$ cat src/rtl/audio_pdm_demod.sv
// -----------------------------------------------------------------------------
// audio_pdm_demod
// Stereo PDM-to-PCM boxcar decimator.
//
// One interleaved 1-bit PDM stream (sdi) carries two channels: the left bit is
// valid at the rising edge of the PDM bit clock (ock), and the right bit is
// valid at the falling edge. Both ock and sdi are asynchronous to clk. They
// are synchronized into clk, and each channel counts ones over a window of
// 2^DEC_LOG2 bits. At the end of each window the channel publishes a
// full-scale-normalized unsigned sample.
//
// Parameters:
//   DW        PCM output width per channel (default 32)
//   DEC_LOG2  log2 of the window length in bits per channel (default 6 -> 64)
//             Must satisfy 1 <= DEC_LOG2 < DW.
//
// Ports:
//   clk     in   system clock, rising edge
//   rstn    in   asynchronous active-low reset
//   sdi     in   PDM serial data (async)
//   ock     in   PDM bit clock (async), each half-period >= 3 clk periods
//   dout_l  out  left PCM sample, registered
//   dout_r  out  right PCM sample, registered
//   vld_l   out  one-cycle pulse when dout_l updates  (AUDIO_PDM_DEMOD_VALID_EN)
//   vld_r   out  one-cycle pulse when dout_r updates  (AUDIO_PDM_DEMOD_VALID_EN)
//
// Optional feature macro: AUDIO_PDM_DEMOD_VALID_EN adds vld_l/vld_r.
// vld_x has no ready: it is a strobe that is high for exactly the one clk
// cycle in which the new dout_x value first appears. The consumer must
// capture the sample in that cycle or read the held dout_x later.
// -----------------------------------------------------------------------------
module audio_pdm_demod #(
    parameter int DW       = 32,
    parameter int DEC_LOG2 = 6
) (
    input  logic          clk,
    input  logic          rstn,
    input  logic          sdi,
    input  logic          ock,
    output logic [DW-1:0] dout_l,
    output logic [DW-1:0] dout_r
`ifdef AUDIO_PDM_DEMOD_VALID_EN
    ,
    output logic          vld_l,
    output logic          vld_r
`endif
);

    // A count equal to this means every bit in the window was a one.
    localparam logic [DEC_LOG2:0] FULL = {1'b1, {DEC_LOG2{1'b0}}};

    // Synchronizers plus one delay stage for edge detection and bit alignment.
    logic ock_s1, ock_s, ock_d;
    logic sdi_s1, sdi_s, sdi_d;
    logic rise, fall;

    always_ff @(posedge clk or negedge rstn) begin
        if (!rstn) begin
            ock_s1 <= 1'b0;
            ock_s  <= 1'b0;
            ock_d  <= 1'b0;
            sdi_s1 <= 1'b0;
            sdi_s  <= 1'b0;
            sdi_d  <= 1'b0;
        end else begin
            ock_s1 <= ock;
            ock_s  <= ock_s1;
            ock_d  <= ock_s;
            sdi_s1 <= sdi;
            sdi_s  <= sdi_s1;
            sdi_d  <= sdi_s;
        end
    end

    // sdi_d lags the edge-detect stage by one flop. The bit used at an edge
    // is therefore the sdi level that was present just before that ock edge.
    assign rise = ock_s & ~ock_d;
    assign fall = ~ock_s & ock_d;

    // Normalize a window count to full scale. A full window saturates to
    // all-ones, so it does not wrap to zero.
    function automatic logic [DW-1:0] scale(input logic [DEC_LOG2:0] c);
        logic [DW-1:0] w;
        w = '0;
        w[DEC_LOG2:0] = c;
        if (c == FULL) return {DW{1'b1}};
        return w << (DW - DEC_LOG2);
    endfunction

    // The left and right channels are independent, identical accumulators.
    logic [DEC_LOG2-1:0] nb_l, nb_r;
    logic [DEC_LOG2:0]   ones_l, ones_r;
    logic [DEC_LOG2:0]   c_l, c_r;

    assign c_l = ones_l + {{DEC_LOG2{1'b0}}, sdi_d};
    assign c_r = ones_r + {{DEC_LOG2{1'b0}}, sdi_d};

    always_ff @(posedge clk or negedge rstn) begin
        if (!rstn) begin
            nb_l   <= '0;
            ones_l <= '0;
            dout_l <= '0;
`ifdef AUDIO_PDM_DEMOD_VALID_EN
            vld_l  <= 1'b0;
`endif
        end else begin
`ifdef AUDIO_PDM_DEMOD_VALID_EN
            vld_l <= 1'b0;
`endif
            if (rise) begin
                if (nb_l != '1) begin
                    ones_l <= c_l;
                    nb_l   <= nb_l + DEC_LOG2'(1);
                end else begin
                    dout_l <= scale(c_l);
                    ones_l <= '0;
                    nb_l   <= '0;
`ifdef AUDIO_PDM_DEMOD_VALID_EN
                    vld_l  <= 1'b1;
`endif
                end
            end
        end
    end

    always_ff @(posedge clk or negedge rstn) begin
        if (!rstn) begin
            nb_r   <= '0;
            ones_r <= '0;
            dout_r <= '0;
`ifdef AUDIO_PDM_DEMOD_VALID_EN
            vld_r  <= 1'b0;
`endif
        end else begin
`ifdef AUDIO_PDM_DEMOD_VALID_EN
            vld_r <= 1'b0;
`endif
            if (fall) begin
                if (nb_r != '1) begin
                    ones_r <= c_r;
                    nb_r   <= nb_r + DEC_LOG2'(1);
                end else begin
                    dout_r <= scale(c_r);
                    ones_r <= '0;
                    nb_r   <= '0;
`ifdef AUDIO_PDM_DEMOD_VALID_EN
                    vld_r  <= 1'b1;
`endif
                end
            end
        end
    end

endmodule

$ cat config.mk
export PLATFORM = sky130hd
export DESIGN_NAME = audio_pdm_demod
export DESIGN_NICKNAME = d
export VERILOG_FILES = /design/src/rtl/audio_pdm_demod.sv
export SDC_FILE = /design/constraint.sdc
export NUM_CORES = 1
export LEC_CHECK = 0
export ABC_CLOCK_PERIOD_IN_PS = 2500
export CAP_MARGIN = 20
export CORE_MARGIN = 10
export CORE_UTILIZATION = 50
export DETAILED_ROUTE_END_ITERATION = 7
export PLACE_DENSITY = 0.81
export SLEW_MARGIN = 25
export SYNTH_ARGS = -nofsm -noshare
export SYNTH_HDL_FRONTEND = slang
export SYNTH_SLANG_ARGS = --single-unit
$ cat constraint.sdc
create_clock -name clk -period 2.5 [get_ports clk]
set_clock_uncertainty 0.1 [all_clocks]
set_input_delay 0.5 -clock clk [delete_from_list [all_inputs] [get_ports clk]]
set_output_delay 0.5 -clock clk [all_outputs]
set_load 0.03 [all_outputs]
* Word level (Yosys, flattened, before mapping) *
Cells that the tools add are included.

storage, ports and cells
  flip-flop bits (word level) = 96
  bits in latches = 0
  bits in writable memories = 0
  ROM bits = 0
  bits of input ports = 4
  logic and storage cells = 42
  memories kept = 0

operators by class
  $add $sub $neg = 4
  multiply operators = 0
  div/mod/pow operators = 0
  $lt $le $gt $ge = 0
  equality and inequality tests = 4
  shift operators = 0
  multiplexer cells = 14
  bitwise gates (word level) = 6
  reductions and logical operators = 2

operators by type and width
  operator               count
  $mux W32               4
  $add A7 B1 Y7          2
  $eq A7 B7 Y1 const B   2
  $mux W7                2
  $add A6 B1 Y6 const B  2
  $mux W6                2
  $ne A6 B6 Y1 const B   2
  $mux W1                6
  $not A1 Y1             4
  $reduce_and A2 Y1      2
  $and A1 B1 Y1          2

* Longest topological paths before layout *
Gate-level depths: netlist of run 1.

  word-level depth = 6
  gate-level depth with buffers = 7
  gate-level depth less buffers = 6

* Worst setup path after synthesis of run 1 *
OpenSTA, ideal clock, no wires.

  path type = register to register
  start point = register sdi_d
  end point = register dout_r[28]
  library setup time = 82 ps
  data arrival time = 1,760 ps
  required time = 2,318 ps
  setup slack = 558 ps
  stages on the path, launching flop included = 7
  cells stage by stage = dfrtp_1 -> ha_1 -> ha_1 -> nand2b_1 -> nor4_4 -> o2111ai_2 -> a31oi_1

on the way
  longest elaborated chain between the ends = 6

RTL lines
  element                 RTL line  source
  from (decl)             54        logic sdi_s1, sdi_s, sdi_d;
  from (signal assigned)  71        sdi_d <= sdi_s;
  $add A7 B1 Y7 (*)       96        assign c_r = ones_r + {{DEC_LOG2{1'b0}}, sdi_d};
  $eq A7 B7 Y1            86        if (c == FULL) return {DW{1'b1}};
  $mux W1                 86
  $mux W1                 139       if (nb_r != '1) begin
  $mux W1                 138       if (fall) begin
  $mux W32 (*)            87        return w << (DW - DEC_LOG2);
  to (signal assigned)    143       dout_r <= scale(c_r);
  to (decl)               41        output logic [DW-1:0] dout_r

Mark *: on every way between the ends. The rest lies on a longest branch, timed or not. The select of a mux whose other input is x is not followed.
A chain may end at the register's enable or synchronous reset.

==> results of run 1 <==
-- state kept, by name (all words and copies together), names as in the netlist --
name	count
dout_l	7
dout_r	7
nb_l	6
nb_r	6
ock_d	1
ock_s	1
ock_s1	1
ones_l	7
ones_r	7
sdi_d	1
sdi_s	1
sdi_s1	1
-- synth_stat cells (5+ instances only) --
cell type                 instances  area share
sky130_fd_sc_hd__o21ai_0          9       0.016
sky130_fd_sc_hd__buf_2            9       0.016
sky130_fd_sc_hd__buf_4           50        0.14
sky130_fd_sc_hd__xnor2_1         11       0.035
sky130_fd_sc_hd__and3_1           5       0.011
sky130_fd_sc_hd__nor2_1          13       0.018
sky130_fd_sc_hd__nand2_1         31       0.042
sky130_fd_sc_hd__a21oi_1          7       0.013
sky130_fd_sc_hd__dfrtp_1         46        0.42
sky130_fd_sc_hd__nand4_1          5       0.011
sky130_fd_sc_hd__a31oi_1          6       0.014
sky130_fd_sc_hd__ha_1             6       0.027
sky130_fd_sc_hd__o21ai_1         14       0.025
sky130_fd_sc_hd__mux2i_1          6       0.022
sky130_fd_sc_hd__nand3_1          8       0.015
-- logic make-up after synthesis --
group                      share of synthesized area
buffers and inverters                          0.169
xor gates and xnor gates                      0.0445
and+or+nand+nor                                0.163
DFF                                            0.418
AOI/OAI and AO/OA                              0.157
adders and majority gates                     0.0273
muxes                                         0.0218
-- cells in the final DEF (no fill, tap or decap), types with 2 or more instances in the layout --
cell | synthesis | final
sky130_fd_sc_hd__a21o_1 | 3 | 3
sky130_fd_sc_hd__a22o_1 | 3 | 3
sky130_fd_sc_hd__and4_4 | 2 | 2
sky130_fd_sc_hd__o31ai_1 | 2 | 2
sky130_fd_sc_hd__nor2b_1 | 3 | 3
sky130_fd_sc_hd__nand2_1 | 31 | 31
sky130_fd_sc_hd__xnor2_1 | 11 | 11
sky130_fd_sc_hd__clkdlybuf4s50_1 | 0 | 66
sky130_fd_sc_hd__buf_4 | 50 | 4
sky130_fd_sc_hd__a21oi_1 | 7 | 7
sky130_fd_sc_hd__nand4_1 | 5 | 5
sky130_fd_sc_hd__nor2_1 | 13 | 13
sky130_fd_sc_hd__clkbuf_8 | 0 | 5
sky130_fd_sc_hd__nor3_1 | 2 | 2
sky130_fd_sc_hd__clkbuf_1 | 1 | 2
sky130_fd_sc_hd__a31oi_1 | 6 | 6
sky130_fd_sc_hd__nand3_1 | 8 | 8
sky130_fd_sc_hd__xor2_1 | 3 | 3
sky130_fd_sc_hd__nand2b_1 | 4 | 4
sky130_fd_sc_hd__inv_1 | 2 | 2
sky130_fd_sc_hd__or3_1 | 4 | 4
sky130_fd_sc_hd__o21ai_0 | 9 | 9
sky130_fd_sc_hd__o21ai_1 | 14 | 14
sky130_fd_sc_hd__nand3b_1 | 2 | 2
sky130_fd_sc_hd__ha_1 | 6 | 6
sky130_fd_sc_hd__and3_1 | 5 | 5
sky130_fd_sc_hd__mux2i_1 | 6 | 6
sky130_fd_sc_hd__dfrtp_1 | 46 | 45
-- where the power goes --
part	total (mW)	internal (mW)	switching [mW]	leakage, nW
Combinational	0.376	0.178	0.198	0.702
Sequential	1.00	0.858	0.145	0.595
Clock	0.433	0.193	0.240	0.0383
Total	1.81	1.23	0.583	1.34
-- stage by stage --
| stage | setup slack [ps] | util | hold WS (ps) | std cells | instance area, µm² |
|---|---|---|---|---|---|
| 6_report | 229 | 0.607 | 72.8 | 368 | 3180 |
| 5_1_grt | 149 | 0.607 | 110 | 368 | 3180 |
| 4_1_cts | 211 | 0.607 | 89.0 | 368 | 3180 |
| 3_5_place_dp | 317 | 0.592 | 235 | 361 | 3100 |
| 3_3_place_gp | 395 | 0.592 | 233 | 361 | 3100 |
| 2_1_floorplan | 558 | - | 104 | 282 | 2750 |
-- worst max path at each step --
stage | slack [ps] | endpoint | startpoint
6_report | 230 | dout_l[20] | dout_l[25]
5_1_grt | 150 | dout_l[20] | dout_l[25]
4_1_cts | 210 | dout_l[20] | dout_l[25]
3_5_place_dp | 320 | dout_l[20] | dout_l[25]
3_3_place_gp | 390 | dout_l[0] | dout_l[25]
2_1_floorplan | 560 | dout_r[28] | sdi_d
-- metal layers --
metal  up-vias  wire length (µm)  global-route usage
li1        963                 -                   -
met1       910              2360               0.148
met2        71              2310               0.197
met3         7               689              0.0352
met4         0               106              0.0582
met5         -                 0                   0
-- repair_timing --
action                                  CTS  global route
resized for setup                         1             0
hold buffers                              0             0
endpoints found under the setup margin   12             0
setup buffers                             0             0
-- final cells by class --
cell class | count | area (µm²)
well taps | 70 | 87.6
inverters | 2 | 7.51
repair buffers | 72 | 716
clock buffers | 7 | 76.3
fillers | 432 | 2060
multi-input cells | 171 | 1140
flip-flops and latches | 46 | 1150
==> parameters.txt, run 1 <==
Parameter                              Value

Setup path
  CP Max Fanout    27
  Critical path, cell by cell    clkdlybuf4s50_1
  Startpoint of the worst-slack reg-to-reg timing path    sdi_d
  Stages on worst setup path    1
  Worst endpoint required time    between 1500 and 2000 ps
  Cell class contributing the biggest share of worst-path delay    buffers and inverters
  Reg-to-reg endpoint    dout_r[28]
  Buffer and inverter count on the worst path    1
  Type of element launching the critical path    flip-flop
  Reg-to-reg setup timing slack    around 350 ps
  Cell with the largest stage delay on the worst path    sky130_fd_sc_hd__clkdlybuf4s50_1
  Stage delay of the slowest cell on the critical path    ~770 ps
  Class of the most critical setup path    flip-flop to output pin
  Worst R2R Path Depth    6
  CP Capture Type    output pin
  Worst path arrival time    1670 ps

Placed design
  Port Buf Inserts    67
  Routability cong.    0.868
  Placed wire-length estimate after detailed placement    4210 µm

Floorplan
  Die span in y    approximately 94 µm
  Die area    roughly 8900 µm²
  Initial Utilization    0.526
  Count of boundary I/O pins    slightly below 70
  Horizontal die dimension    around 94 µm
  Core ar.    about 5200 µm²
  Number of standard-cell rows in the floorplan    26

STA
  Peak clock frequency supported by timing    roughly 0.44 GHz
  Worst relative slew slack    0.649
  Tcrit/Tclk final    0.908
  Count of endpoints failing hold in the final timing report    0
  Actual slew at the worst max-slew pin    between 500 and 600 ps
  Min Tclk post-route    between 2000 and 2500 ps
  Sum Neg Setup Slack    0 ps
  Final-report setup violation count    0
  Unrepaired setup endpoints after global routing    false
  Final-report max-slew violation count    0

Routing
  Number of vias per cell after detailed routing    5.30
  Average wire per standard cell    around 15 µm
  Vias    between 1500 and 2000
  Detailed-route wire length    ~5500 µm
  Number of detailed-routing iterations run before antenna repair    4
  Antenna-violating nets left    0
  Number of design-rule violations left by the first detailed-router iteration    130
  Remaining design rule violation count    0

Logic synthesis
  Proportion of synthesized flip-flops having asynchronous set or reset    1.00
  Count of flip-flops with a built-in enable after synthesis    0
  Synth cell types    50
  Post-Syn Instances    282
  Syn Std Cell Area    around 2800 µm²
  Sequential cell area fraction in the yosys report    0.418
  Leading register cell type out of synthesis    sky130_fd_sc_hd__dfrtp_1
  Post-synthesis register bit count    46
  Avg Cell Area, Syn    just under 10 µm²
  Yosys warns    0
  Syn Nets    approximately 300

Power
  Largest vdd supply drop    0.307 mV
  Pwr per Cell Area    between 500 and 600 nW/µm²
  Power, Total    1.81 mW
  Leak pwr    1.34 nW

Clocking
  Clock H-tree levels    2
  Clk sinks    46
  Latest clock arrival within the worst-skew pair    300 ps
  TritonCTS clock tree    built
  Clock root buffer    sky130_fd_sc_hd__clkbuf_8
  Clock transition at the registers of the reported paths    around 80 ps
  Clock buffer count from CTS    5
  Number of buffers on the longest clock path    2

Global route
  Number of global-route vias before repair    roughly 1900
  GR Util All Layers    0.123
  Antenna violations before repair    0
  Wire length of the first global-routing pass    8970 µm
  Maximum number of pins on one net before global-route repair    28
  Residual overflow from global routing    0

Layout
  Number of diodes added for antenna fixing    0
  Syn-to-layout area delta    15.4%
  Share of final-layout standard cells stronger than drive strength 1    0.0805
  Fin nets    slightly above 300

Job
  Total of max-cap violations    0

Hold path
  Hold/Removal Path Class    input pin to asynchronous set/reset pin

Run status
  Run status    finished clean
Note: power is estimated with default switching activity, not from simulation.
==> run 2: changes to the inputs <==
- PLACE_DENSITY: 0.81 -> default
- PLACE_DENSITY_LB_ADDON: default -> 0.08
==> parameters.txt, run 2 (synthesis gave the netlist of run 1 again) <==
Parameter                              Value

Run status
  Run status    finished clean

Routing
  Number of design-rule violations left by the first detailed-router iteration    177 (+36%)
  Number of detailed-routing iterations run before antenna repair    4 (unchanged)
  Antenna-violating nets left    0 (unchanged)
  Detailed-route wire length    5540 µm (+1.4%)
  Average wire per standard cell    15.0 µm (+1.2%)
  Vias    1937 (-0.72%)
  Remaining design rule violation count    0 (unchanged)
  Number of vias per cell after detailed routing    5.25 (-0.99%)

Global route
  Number of global-route vias before repair    1781 (-4.4%)
  Antenna violations before repair    0 (unchanged)
  GR Util All Layers    0.122 (-0.00130)
  Wire length of the first global-routing pass    8830 µm (-1.6%)
  Residual overflow from global routing    0 (unchanged)
  Maximum number of pins on one net before global-route repair    47 (+68%)

Setup path
  Worst path arrival time    1600 ps (-70 ps)
  Worst setup path end    dout_l[11]
  Worst endpoint required time    1900 ps (about the same)
  Launch point of the worst path    dout_l[25]
  CP Capture Type    output pin
  Type of element launching the critical path    flip-flop
  Reg-to-reg setup timing slack    400 ps (+50 ps)
  Stages on worst setup path    2 (+1)
  Stage delay of the slowest cell on the critical path    730 ps (-40 ps)
  Critical path, cell by cell    buf_4 > clkdlybuf4s50_1
  Cell with the largest stage delay on the worst path    sky130_fd_sc_hd__clkdlybuf4s50_1
  Buffer and inverter count on the worst path    2 (+1)
  Class of the most critical setup path    flip-flop to output pin
  CP Max Fanout    26 (-3.7%)
  Cell class contributing the biggest share of worst-path delay    buffers and inverters
  Reg-to-reg endpoint    dout_r[31]
  Startpoint of the worst-slack reg-to-reg timing path    sdi_d
  Worst R2R Path Depth    6 (unchanged)

STA
  Actual slew at the worst max-slew pin    575 ps (+49.1 ps)
  Final-report setup violation count    0 (unchanged)
  Sum Neg Setup Slack    0 ps (unchanged)
  Unrepaired setup endpoints after global routing    false
  Peak clock frequency supported by timing    0.454 GHz (+3.1%)
  Tcrit/Tclk final    0.881 (-0.0271)
  Final-report max-slew violation count    0 (unchanged)
  Worst relative slew slack    0.617 (-0.0327)
  Count of endpoints failing hold in the final timing report    0 (unchanged)
  Min Tclk post-route    2200 ps (-67.6 ps)

Clocking
  # hold bufs at CTS    0 (unchanged)
  Post_cts resized    0 (-1)
  Number of buffers on the longest clock path    2 (unchanged)
  Clock H-tree levels    2 (unchanged)
  Clk sinks    46 (unchanged)
  Clock buffer count from CTS    5 (unchanged)
  Post-CTS Setup Bufs    0 (unchanged)
  Clock transition at the registers of the reported paths    70 ps (about the same)
  TritonCTS clock tree    built
  Latest clock arrival within the worst-skew pair    300 ps (about the same)
  Clock root buffer    sky130_fd_sc_hd__clkbuf_8

Placed design
  Routability cong.    0.889 (+2.5%)
  Placed wire-length estimate after detailed placement    4160 µm (-1.1%)
  Port Buf Inserts    67 (unchanged)
  DP Area    3090 µm² (-0.16%)

Floorplan
  Count of boundary I/O pins    68 (unchanged)
  Horizontal die dimension    94.2 µm (unchanged)
  Core ar.    5240 µm² (unchanged)
  Die area    8880 µm² (unchanged)
  Initial Utilization    0.526 (unchanged)
  Number of standard-cell rows in the floorplan    26 (unchanged)
  Die span in y    94.2 µm (unchanged)

Layout
  Post-route cell area    3170 µm² (-0.20%)
  Most frequent cells in the layout    66 x sky130_fd_sc_hd__clkdlybuf4s50_1, 46 x sky130_fd_sc_hd__dfrtp_1, 31 x sky130_fd_sc_hd__nand2_1
  Number of diodes added for antenna fixing    0 (unchanged)
  Syn-to-layout area delta    15.1%
  Fin nets    309 (+0.32%)
  Commonest non-fill, non-tap cell in the layout    sky130_fd_sc_hd__clkdlybuf4s50_1
  Share of final-layout standard cells stronger than drive strength 1    0.0803 (-0.000269)
  Finished Core Util    0.605 (-0.00120)

Power
  Pwr per Cell Area    565 nW/µm² (-0.85%)
  Largest vdd supply drop    0.463 mV (+51%)
  Leak pwr    1.34 nW (+0.19%)

Job
  Total of max-cap violations    0 (unchanged)

Hold path
  Hold/Removal Path Class    input pin to asynchronous set/reset pin
[run 2: per-stage QoR]
| step | worst slack (ps) | cells | hold WS, ps | power (mW) |
|---|---|---|---|---|
| after floorplan | 558 | 282 | 104 | 1.29 |
| after global placement | 451 | 362 | 234 | 1.37 |
| after detailed placement | 408 | 362 | 236 | 1.38 |
| after CTS | 271 | 369 | 200 | 1.81 |
| after global routing | 188 | 369 | 215 | 1.92 |
| final | 296 | 369 | 176 | 1.79 |
[run 2: per-layer routing]
layer | share of wire | track usage | up-vias | wire [µm]
met2 | 0.41 | 0.184 | 73 | 2270
li1 | - | - | 963 | -
met5 | 0 | 0 | - | 0
met4 | 0.0078 | 0.0380 | 0 | 43
met1 | 0.46 | 0.153 | 895 | 2540
met3 | 0.12 | 0.0496 | 6 | 684
[run 2: worst min-delay path by stage]
stage            from          to  slack (ps)  depth (start not counted)
2_1_floorplan    rstn  dout_l[25]         100                          0
3_3_place_gp   sdi_s1       sdi_s         230                          0
3_5_place_dp   ock_s1       ock_s         240                          0
4_1_cts          rstn   ones_r[6]         200                          2
5_1_grt          rstn   ones_l[3]         210                          2
6_report         rstn   ones_l[3]         180                          2
[run 2: power breakdown]
group          switching [mW]  internal, mW
logic                   0.193         0.176
clock network           0.230         0.193
registers               0.145         0.858
total                   0.567          1.23
[run 2: worst reg2reg max path, delay by kind of cell (launching register included)]
kind	cells	cell delay, ps
flip-flops	1	390
AND/OR/NAND/NOR	2	540
AO/OA/AOI/OAI	2	410
adder cells (fa/ha/maj)	2	590
[run 2: layout make-up]
class                      instances  area [µm²]
clock buffer                       7        76.3
fill                             458        2070
inverter                           2        7.51
multi-input combinational        171        1140
sequential                        46        1150
tap                               70        87.6
timing repair buffer              73         711
==> run 3: changes to the inputs <==
- ABC_CLOCK_PERIOD_IN_PS: 2500 -> 2550
- CORE_UTILIZATION: 50 -> 65
- DONT_BUFFER_PORTS: default -> 1
- RECOVER_POWER: default -> 50
- clock period: 2.5 -> 2.55 ns (I/O delays scaled with it)
==> parameters.txt, run 3 (synthesis gave the netlist of run 1 again) <==
Parameter                              Value

Run status
  Run status    finished clean

Job
  Total of max-cap violations    0 (unchanged)

Floorplan
  Count of boundary I/O pins    68 (unchanged)
  Die span in y    85.1 µm (-9.7%)
  Core ar.    4060 µm² (-23%)
  Number of standard-cell rows in the floorplan    23 (-12%)
  Horizontal die dimension    85.1 µm (-9.7%)
  Initial Utilization    0.679 (+0.153)
  Die area    7240 µm² (-18%)

Setup path
  Reg-to-reg setup timing slack    430 ps (+30 ps)
  Reg-to-reg endpoint    dout_r[25]
  Startpoint of the worst-slack reg-to-reg timing path    sdi_d
  Launch point of the worst path    sdi_d
  CP Max Fanout    5 (-81%)
  Worst endpoint required time    2680 ps (+780 ps)
  Worst R2R Path Depth    6 (unchanged)
  Type of element launching the critical path    flip-flop
  CP Capture Type    flip-flop
  Worst path arrival time    2250 ps (+650 ps)
  Class of the most critical setup path    flip-flop to flip-flop

STA
  Actual slew at the worst max-slew pin    1120 ps (+544 ps)
  Final-report setup violation count    0 (unchanged)
  Peak clock frequency supported by timing    roughly 0.47 GHz
  Unrepaired setup endpoints after global routing    false
  Count of endpoints failing hold in the final timing report    0 (unchanged)
  Worst relative slew slack    0.254 (-0.363)
  Sum Neg Setup Slack    0 ps (unchanged)
  Worst hold margin    124 ps (-51.8 ps)
  Final-report max-slew violation count    0 (unchanged)
  Tcrit/Tclk final    0.832
  Min Tclk post-route    2120 ps

Hold path
  Hold/Removal Path Class    input pin to flip-flop
  Worst Hold Depth    0
  Worst Hold End    sdi_s1
  Min-Delay Startpoint    sdi

Routing
  Number of design-rule violations left by the first detailed-router iteration    164 (-7.3%)
  Number of detailed-routing iterations run before antenna repair    4 (unchanged)
  Antenna-violating nets left    0 (unchanged)
  Remaining design rule violation count    0 (unchanged)
  Average wire per standard cell    16.9 µm (+13%)
  Detailed-route wire length    4820 µm (-13%)
  Highest metal layer used by the detailed router    met4
  Total routed wire length on the met1 layer    2230 µm (-12%)
  Met3 wire length    451 µm (-34%)
  Length of routed met2 wiring    2100 µm (-7.8%)
  Number of vias per cell after detailed routing    6.15 (+17%)
  Vias    1753 (-9.5%)

Layout
  Register area    1160 µm² (+0.65%)
  Commonest non-fill, non-tap cell in the layout    sky130_fd_sc_hd__dfrtp_1
  Filler cell count in the final layout    311 (-32%)
  Syn-to-layout area delta    -6.77%
  Share of final-layout standard cells stronger than drive strength 1    0.115 (+0.0346)
  Fin nets    244 (-21%)
  Most frequent cells in the layout    44 x sky130_fd_sc_hd__dfrtp_1, 31 x sky130_fd_sc_hd__nand2_1, 13 x sky130_fd_sc_hd__nor2_1
  Area occupied by multi-input gates    1140 µm² (unchanged)
  Number of diodes added for antenna fixing    0 (unchanged)

Clocking
  Clock H-tree levels    2 (unchanged)
  Post_cts resized    0 (unchanged)
  Clk sinks    46 (unchanged)
  Number of buffers on the longest clock path    2 (unchanged)
  Clock root buffer    sky130_fd_sc_hd__clkbuf_8
  Latest clock arrival within the worst-skew pair    300 ps (about the same)
  Clock buffer count from CTS    5 (unchanged)
  Clock transition at the registers of the reported paths    90 ps (+20 ps)
  TritonCTS clock tree    built

Power
  Leak pwr    1.14 nW (-15%)
  Power, Total    1.89 mW (+5.6%)
  Pwr per Cell Area    737 nW/µm² (+30%)
  Largest vdd supply drop    0.454 mV (-2.1%)

Global route
  Wire length of the first global-routing pass    8250 µm (-6.6%)
  GR Util All Layers    0.134 (+0.0129)
  Number of global-route vias before repair    1676 (-5.9%)
  Maximum number of pins on one net before global-route repair    47 (unchanged)
  Antenna violations before repair    0 (unchanged)
  Residual overflow from global routing    0 (unchanged)

Placed design
  Placed wire-length estimate after detailed placement    3410 µm (-18%)
  Port Buf Inserts    0 (-100%)
  Routability cong.    0.905 (+1.9%)
run 3: cell type report:
class,count,area share
Clock buffer,5,0.0268
Clock inverter,3,0.0156
Inverter,2,0.00292
Multi-Input combinational cell,171,0.443
Sequential cell,46,0.451
Tap cell,50,0.0244
Timing Repair Buffer,8,0.0361
run 3: routing by layer:
layer  vias to the layer above  global-route usage
met5                         -                   0
li1                        834                   -
met2                        66               0.207
met1                       847               0.169
met3                         6              0.0430
met4                         0              0.0554
run 3: power by group:
| group | internal [mW] | leakage, nW | total, mW | switching (mW) |
|---|---|---|---|---|
| Sequential | 0.841 | 0.593 | 0.992 | 0.151 |
| Combinational | 0.166 | 0.486 | 0.361 | 0.195 |
| Clock | 0.289 | 0.0579 | 0.541 | 0.252 |
run 3: worst max-delay path, stage by stage (launching register included):
cell and delay (ps):
sky130_fd_sc_hd__dfrtp_1 390, sky130_fd_sc_hd__ha_1 260, sky130_fd_sc_hd__ha_1 350, sky130_fd_sc_hd__nand2b_1 190
sky130_fd_sc_hd__nor4_4 330, sky130_fd_sc_hd__o2111ai_2 230, sky130_fd_sc_hd__o21ai_1 190
run 3: metrics by stage:
stage | util | worst slack (ps) | cell area (µm²) | cells
floorplan | - | 608 | 2750 | 282
global placement | 0.604 | 518 | 2450 | 275
detailed placement | 0.604 | 444 | 2450 | 275
CTS | 0.640 | 414 | 2600 | 285
global route | 0.633 | 262 | 2570 | 285
finish | 0.633 | 429 | 2570 | 285
run 3: worst max-delay path by stage:
stage / end / slack [ps] / depth (start not counted)
after floorplan: dout_r[28] / 610 / 6
after global placement: dout_r[28] / 520 / 6
after detailed placement: dout_r[25] / 440 / 6
after CTS: dout_r[25] / 410 / 6
after global routing: dout_r[27] / 260 / 6
final: dout_r[25] / 430 / 6
run 3: repair_timing:
action | in CTS | in global routing
setup buffers | 0 | 0
endpoints found under the hold margin | 46 | 0
hold buffers | 2 | 0
